==> src/rtl/pmp_csr_file_if.sv <==
// Shared RISC-V types for the PMP CSR block, followed by the CSR request/response
// bus between the CSR pipeline (master) and the PMP CSR file (slave).

package riscv;

  typedef enum logic [1:0] {
    PRIV_LVL_U = 2'b00,
    PRIV_LVL_S = 2'b01,
    PRIV_LVL_M = 2'b11
  } priv_lvl_t;

  typedef enum logic [1:0] {
    CSR_READ  = 2'd0,
    CSR_WRITE = 2'd1,
    CSR_SET   = 2'd2,
    CSR_CLEAR = 2'd3
  } csr_op_t;

  typedef enum logic [1:0] {
    PMP_OFF   = 2'd0,
    PMP_TOR   = 2'd1,
    PMP_NA4   = 2'd2,
    PMP_NAPOT = 2'd3
  } pmp_addr_mode_t;

  // One pmpcfg byte: L, reserved[1:0], A[1:0], X, W, R (MSB first).
  typedef struct packed {
    logic           locked;
    logic [1:0]     reserved;
    pmp_addr_mode_t addr_mode;
    logic           x;
    logic           w;
    logic           r;
  } pmpcfg_t;

endpackage

interface pmp_csr_file_if;
  logic                csr_req_i;
  logic [11:0]         csr_addr_i;
  logic [1:0]          csr_op_i;
  logic [31:0]         csr_wdata_i;
  riscv::priv_lvl_t    priv_lvl_i;
  logic                csr_rvalid_o;
  logic [31:0]         csr_rdata_o;
  logic                csr_error_o;

  modport master (
    output csr_req_i, csr_addr_i, csr_op_i, csr_wdata_i, priv_lvl_i,
    input  csr_rvalid_o, csr_rdata_o, csr_error_o
  );

  modport slave (
    input  csr_req_i, csr_addr_i, csr_op_i, csr_wdata_i, priv_lvl_i,
    output csr_rvalid_o, csr_rdata_o, csr_error_o
  );
endinterface

==> src/rtl/pmp_csr_file.sv <==
// Machine-mode storage for pmpcfg0 and pmpaddr0..3 of a 4-entry PMP.
// Executes read/write/set/clear with WARL legalisation and lock rules, drives the
// checker's configuration directly from registers, and pulses pmp_update_o
// whenever the stored configuration changes.

module pmp_csr_file (
  input  logic                   clk_i,
  input  logic                   rst_ni,
  pmp_csr_file_if.slave          csr,
  output riscv::pmpcfg_t [3:0]   conf_o,
  output logic [3:0][31:0]       conf_addr_o,
  output logic                   pmp_update_o
);

  localparam logic [11:0] CSR_PMPCFG0  = 12'h3A0;
  localparam logic [11:0] CSR_PMPADDR0 = 12'h3B0;

  logic                 is_cfg;
  logic                 is_addr;
  logic                 access_err;
  logic                 do_write;
  logic [1:0]           addr_idx;
  logic [1:0]           next_idx;
  logic                 addr_locked;
  logic [31:0]          old_val;
  logic [31:0]          new_val;
  riscv::pmpcfg_t [3:0] cfg_d;
  logic [3:0][31:0]     addr_d;

  // Reserved bits never store; W without R is not a legal permission.
  function automatic riscv::pmpcfg_t legalize_cfg(input logic [7:0] raw);
    riscv::pmpcfg_t c;
    c          = raw;
    c.reserved = 2'b00;
    if (!c.r) c.w = 1'b0;
    return c;
  endfunction

  // Decode the request, check privilege/address and build the candidate value.
  always_comb begin
    // NOTE: every signal gets a default before any branch, so no latch can be inferred.
    new_val    = '0;
    is_cfg     = (csr.csr_addr_i == CSR_PMPCFG0);
    is_addr    = (csr.csr_addr_i[11:2] == CSR_PMPADDR0[11:2]);
    addr_idx   = csr.csr_addr_i[1:0];
    access_err = (csr.priv_lvl_i != riscv::PRIV_LVL_M) || !(is_cfg || is_addr);
    old_val    = is_cfg ? conf_o : conf_addr_o[addr_idx];
    unique case (riscv::csr_op_t'(csr.csr_op_i))
      riscv::CSR_READ:  new_val = old_val;
      riscv::CSR_WRITE: new_val = csr.csr_wdata_i;
      riscv::CSR_SET:   new_val = old_val | csr.csr_wdata_i;
      riscv::CSR_CLEAR: new_val = old_val & ~csr.csr_wdata_i;
      default:          new_val = old_val;
    endcase
    do_write = csr.csr_req_i && !access_err &&
               (riscv::csr_op_t'(csr.csr_op_i) != riscv::CSR_READ);
  end

  // Next register state: per-byte lock on pmpcfg0, entry/TOR lock on pmpaddr.
  always_comb begin
    cfg_d    = conf_o;
    addr_d   = conf_addr_o;
    next_idx = addr_idx + 2'd1;
    // Entry i+1 in TOR mode uses pmpaddr i as its base, so its lock protects it too.
    addr_locked = conf_o[addr_idx].locked ||
                  ((addr_idx != 2'd3) && conf_o[next_idx].locked &&
                   (conf_o[next_idx].addr_mode == riscv::PMP_TOR));
    if (do_write && is_cfg) begin
      for (int i = 0; i < 4; i++) begin
        if (!conf_o[i].locked) cfg_d[i] = legalize_cfg(new_val[8*i +: 8]);
      end
    end
    if (do_write && is_addr && !addr_locked) addr_d[addr_idx] = new_val;
  end

  // Registered state, response and change pulse; synchronous reset wins over a request.
  always_ff @(posedge clk_i) begin
    // NOTE: non-blocking assignments so every register samples pre-edge values.
    if (!rst_ni) begin
      conf_o           <= '0;
      conf_addr_o      <= '0;
      pmp_update_o     <= 1'b0;
      csr.csr_rvalid_o <= 1'b0;
      csr.csr_rdata_o  <= '0;
      csr.csr_error_o  <= 1'b0;
    end else begin
      conf_o           <= cfg_d;
      conf_addr_o      <= addr_d;
      pmp_update_o     <= (cfg_d != conf_o) || (addr_d != conf_addr_o);
      csr.csr_rvalid_o <= csr.csr_req_i;
      if (csr.csr_req_i) begin
        csr.csr_error_o <= access_err;
        csr.csr_rdata_o <= access_err ? 32'h0 : old_val;
      end
    end
  end

endmodule

==> src/flat_wrapper.sv <==
// flat-port wrapper written by rule: the top's interface ports become plain ports
module pmp_csr_file_flat 
  (clk_i, rst_ni, conf_o, conf_addr_o, pmp_update_o, csr_csr_req_i, csr_csr_addr_i, csr_csr_op_i, csr_csr_wdata_i, csr_priv_lvl_i, csr_csr_rvalid_o, csr_csr_rdata_o, csr_csr_error_o);
  pmp_csr_file_if csr_i ();
  input  logic clk_i;
  input  logic rst_ni;
  output riscv::pmpcfg_t [3:0] conf_o;
  output logic [3:0][31:0] conf_addr_o;
  output logic pmp_update_o;
  input wire logic [$bits(csr_i.csr_req_i)-1:0] csr_csr_req_i;
  input wire logic [$bits(csr_i.csr_addr_i)-1:0] csr_csr_addr_i;
  input wire logic [$bits(csr_i.csr_op_i)-1:0] csr_csr_op_i;
  input wire logic [$bits(csr_i.csr_wdata_i)-1:0] csr_csr_wdata_i;
  input wire logic [$bits(csr_i.priv_lvl_i)-1:0] csr_priv_lvl_i;
  output wire logic [$bits(csr_i.csr_rvalid_o)-1:0] csr_csr_rvalid_o;
  output wire logic [$bits(csr_i.csr_rdata_o)-1:0] csr_csr_rdata_o;
  output wire logic [$bits(csr_i.csr_error_o)-1:0] csr_csr_error_o;
  assign csr_i.csr_req_i = csr_csr_req_i;
  assign csr_i.csr_addr_i = csr_csr_addr_i;
  assign csr_i.csr_op_i = csr_csr_op_i;
  assign csr_i.csr_wdata_i = csr_csr_wdata_i;
  assign csr_i.priv_lvl_i = csr_priv_lvl_i;
  assign csr_csr_rvalid_o = csr_i.csr_rvalid_o;
  assign csr_csr_rdata_o = csr_i.csr_rdata_o;
  assign csr_csr_error_o = csr_i.csr_error_o;
  pmp_csr_file u_core (.clk_i(clk_i), .rst_ni(rst_ni), .csr(csr_i), .conf_o(conf_o), .conf_addr_o(conf_addr_o), .pmp_update_o(pmp_update_o));
endmodule
==> config.mk <==
export PLATFORM = sky130hd
export DESIGN_NAME = pmp_csr_file_flat
export DESIGN_NICKNAME = d
export VERILOG_FILES = /design/src/rtl/pmp_csr_file_if.sv /design/src/rtl/pmp_csr_file.sv /design/src/flat_wrapper.sv
export SDC_FILE = /design/constraint.sdc
export NUM_CORES = 1
export LEC_CHECK = 0
export BUFFER_PORTS_ARGS = -buffer_cell sky130_fd_sc_hd__buf_2
export CORE_MARGIN = 3
export CORE_UTILIZATION = 35
export DETAILED_ROUTE_END_ITERATION = 10
export PLACE_DENSITY = 0.56
export SLEW_MARGIN = 25
export SYNTH_ARGS = -nofsm -noshare
export SYNTH_HDL_FRONTEND = slang
export SYNTH_SLANG_ARGS = --single-unit
==> constraint.sdc <==
create_clock -name clk_i -period 4.9 [get_ports clk_i]
set_input_delay 0 -clock clk_i [delete_from_list [all_inputs] [get_ports clk_i]]
set_output_delay 0 -clock clk_i [all_outputs]
set_load 0.02 [all_outputs]
==> out/results.ini <==
[clock_network]
cts_sinks = 195
clkSlewWorstSetupHoldPaths_ns = 0.08
cts_buffer_depth = 2
cts_tree = done
cts_made_buffers = 17
clkLatencyLatePin_ns = 0.47
clockRootBuffer = clkbuf_16
ctsHtreeMaxLevel = 4
post_cts_buffers = 0

[layout]
nets = 1880
post-route-util_pct = 42.1
final_common_cell = nand2_1
diodes = 0
final_cell_mix = nand2_1, buf_2, a21oi_1, dfxtp_1, nor2_1
syn_to_final_growth_pct = 17.8
finalInstanceArea_mm2 = 0.0146
drive_above_1_share_pct = 20.7
stdcell_count = 2293

[synth]
yosys.area.top_type = dfxtp_1
synth-seq-cells = 195
ys_seq_area_share_pct = 31.4
synth_top_area_share_pct = 31.4
yosysUniqueCellTypes = 82
synth_flop_cell = dfxtp_1
synth_area_mm2 = 0.0124
syn_avg_cell_area_um2 = 7.56
synth_edf_count = 0
syn_inst = 1645
async_reset_ff_share_pct = 0
synth_warnings = 0
syn-num-nets = 1700
synthTopCellsByArea = dfxtp_1, nand2_1, a21oi_1, mux4_2, xnor2_1

[grt]
grt_pass1_vias = 12600
gr-usage-met3_pct = 8.16
grt.total_usage_pct = 32.8
top_usage_layer = met1
grt_pass1_wl_um = 92000
use_met1_pct = 49.1
grt_overflow_total = 0
use_met2_pct = 46.3
grt_antenna_before_repair = 3
grt_max_degree = 124

[route]
dr.pass1.iters = 5
viasPerCell = 6.05
routedWlPerCell_um = 28.2
drc = 0
dr.first_iter.drc_count = 1755
routed_wirelength_um = 64600
vias = 13900
ant_nets = 0

[power]
comb_power_share_pct = 15.3
clkPwrFrac_pct = 40.9
p_seq_share_pct = 43.8
netSwitchingPower_mw = 1.14
p_leak_nw = 5.61
power_density_mw_per_mm2 = 247
swShare_pct = 31.5
ir_drop_v = 0.000259
fin_total_pwr_mw = 3.62
internal-power_mw = 2.48

[sta]
setup_tns_ns = 0
fin_ws_ns = 1.18
min_period_ns = 3.72
max_freq_mhz = 269
whs_ns = 0.0566
drv_slew = 0
skew_ns = 0.0166
tightest_slew_ns = 1.02
finalHoldViolations = 0
grt_setup_unrepaired = no
maxSlewHeadroom_pct = 31.6
fin_crit_sh_pct = 75.9
setup_viol = 0

[critical_path]
rr_worst_depth = 10
rr_startpoint = u_core.conf_o[7]
reg2reg_to = u_core.pmp_update_o
path_class = in -> reg
cp-end-kind = register
critPathLaunchType = primary input
path_max_fanout = 62
rrSetupSlack_ns = 1.26
worstPathArrival_ns = 4.02
crit_required_ns = 5.20

[min_path]
hp-class = in -> reg
hold-path-endpoint = u_core.conf_addr_o[48]
min_path_cells = 5
min_from = csr_csr_wdata_i[16]

[placed_design]
place_area_mm2 = 0.0140
dp.cells = 2258
numPortBuffers = 245
place_hpwl_um = 48400
pre_cts_slack_ns = 0.869
routabilityCongestion = 1.05

[flow_run]
maxCapViolCount = 0

[die]
die_area_mm2 = 0.0378
start_util_pct = 35.7
num_rows = 68
die_w_um = 194
ios = 246
die_y_um = 194
core_area_mm2 = 0.0348

[status]
status = finished clean

-- cell families after synthesis --
| family | count (synthesis) | share of synthesized area [%] |
|---|---|---|
| buf+inv | 149 | 4.94 |
| fa+ha+maj | 4 | 0.403 |
| simple gates | 699 | 26.7 |
| xor+xnor | 104 | 7.33 |
| mux | 48 | 7.06 |
| compound gates | 446 | 22.1 |
| flops | 195 | 31.4 |
-- state kept, by name (all words and copies together) (netlist names) --
name / cells
u_core.pmp_update_o: 1
u_core.conf_o: 32
u_core.conf_addr_o: 128
u_core.csr.csr_rdata_o: 32
u_core.csr.csr_error_o: 1
u_core.csr.csr_rvalid_o: 1
-- synthesized netlist by cell type (all sizes together) (8+ instances only) --
library cell / number
inv: 23
mux4: 31
nor3: 48
nand3: 9
nand3b: 32
a21boi: 29
mux2i: 15
nor3b: 8
nand4: 12
xor2: 49
and3: 20
a211oi: 13
clkbuf: 87
nor2: 117
o41a: 9
xnor2: 55
nor2b: 10
nor4b: 14
or2: 9
and2: 22
o21ai: 77
buf: 38
dfxtp: 195
a21oi: 239
a21o: 10
o41ai: 24
nor4: 19
nand2: 341
-- layer usage --
metal | part of all wire [%] | vias up
met5 | 0.068 | -
met4 | 2.8 | 6
met3 | 11 | 90
met2 | 41 | 892
met1 | 45 | 6706
li1 | - | 6175
-- final cells by class --
cell class | count | area (µm²)
fillers | 3660 | 20200
multi-input cells | 1301 | 7930
flip-flops and latches | 195 | 3900
repair buffers | 286 | 1550
well taps | 455 | 569
clock buffers | 17 | 425
clock inverters | 15 | 168
inverters | 24 | 95.1
-- how the worst max path moves through the flow --
stage                                      to  depth (start not counted)              startpoint  slack, ns
after CTS                 u_core.pmp_update_o                          9  u_core.conf_addr_o[24]       1.33
after floorplan           u_core.pmp_update_o                         17       csr_csr_addr_i[1]       1.42
after detailed placement  u_core.pmp_update_o                         13       csr_csr_addr_i[0]       0.87
final                     u_core.pmp_update_o                         13       csr_csr_addr_i[0]       1.18
after global routing      u_core.pmp_update_o                         10        u_core.conf_o[7]       0.98
after global placement    u_core.pmp_update_o                         11       csr_csr_addr_i[0]       0.98
-- critical path, cell delays in order --
cell,delay [ns]
buf_2,0.11
inv_1,0.16
ha_1,0.24
nand2b_1,0.14
or4_2,0.60
buf_12,0.26
mux2i_1,0.20
a22oi_2,0.47
xor2_1,0.25
o41ai_1,0.69
o2111ai_1,0.33
nor4_1,0.37
a41oi_1,0.15
-- power by group through the flow --
stage          Combinational (mW)  Sequential [mW]  Clock, mW
4_1_cts                     0.536             1.59       1.49
2_1_floorplan               0.324             1.62          0
3_5_place_dp                0.531             1.62          0
6_report                    0.554             1.59       1.48
3_3_place_gp                0.537             1.62          0
5_1_grt                     0.578             1.59       1.55
-- repair_timing --
| action | in CTS | in global routing |
|---|---|---|
| hold buffers | 3 | 0 |
| hold endpoints to repair | 2 | 0 |
| resized for setup | 0 | 0 |
Power figures use the tool's default switching activity.
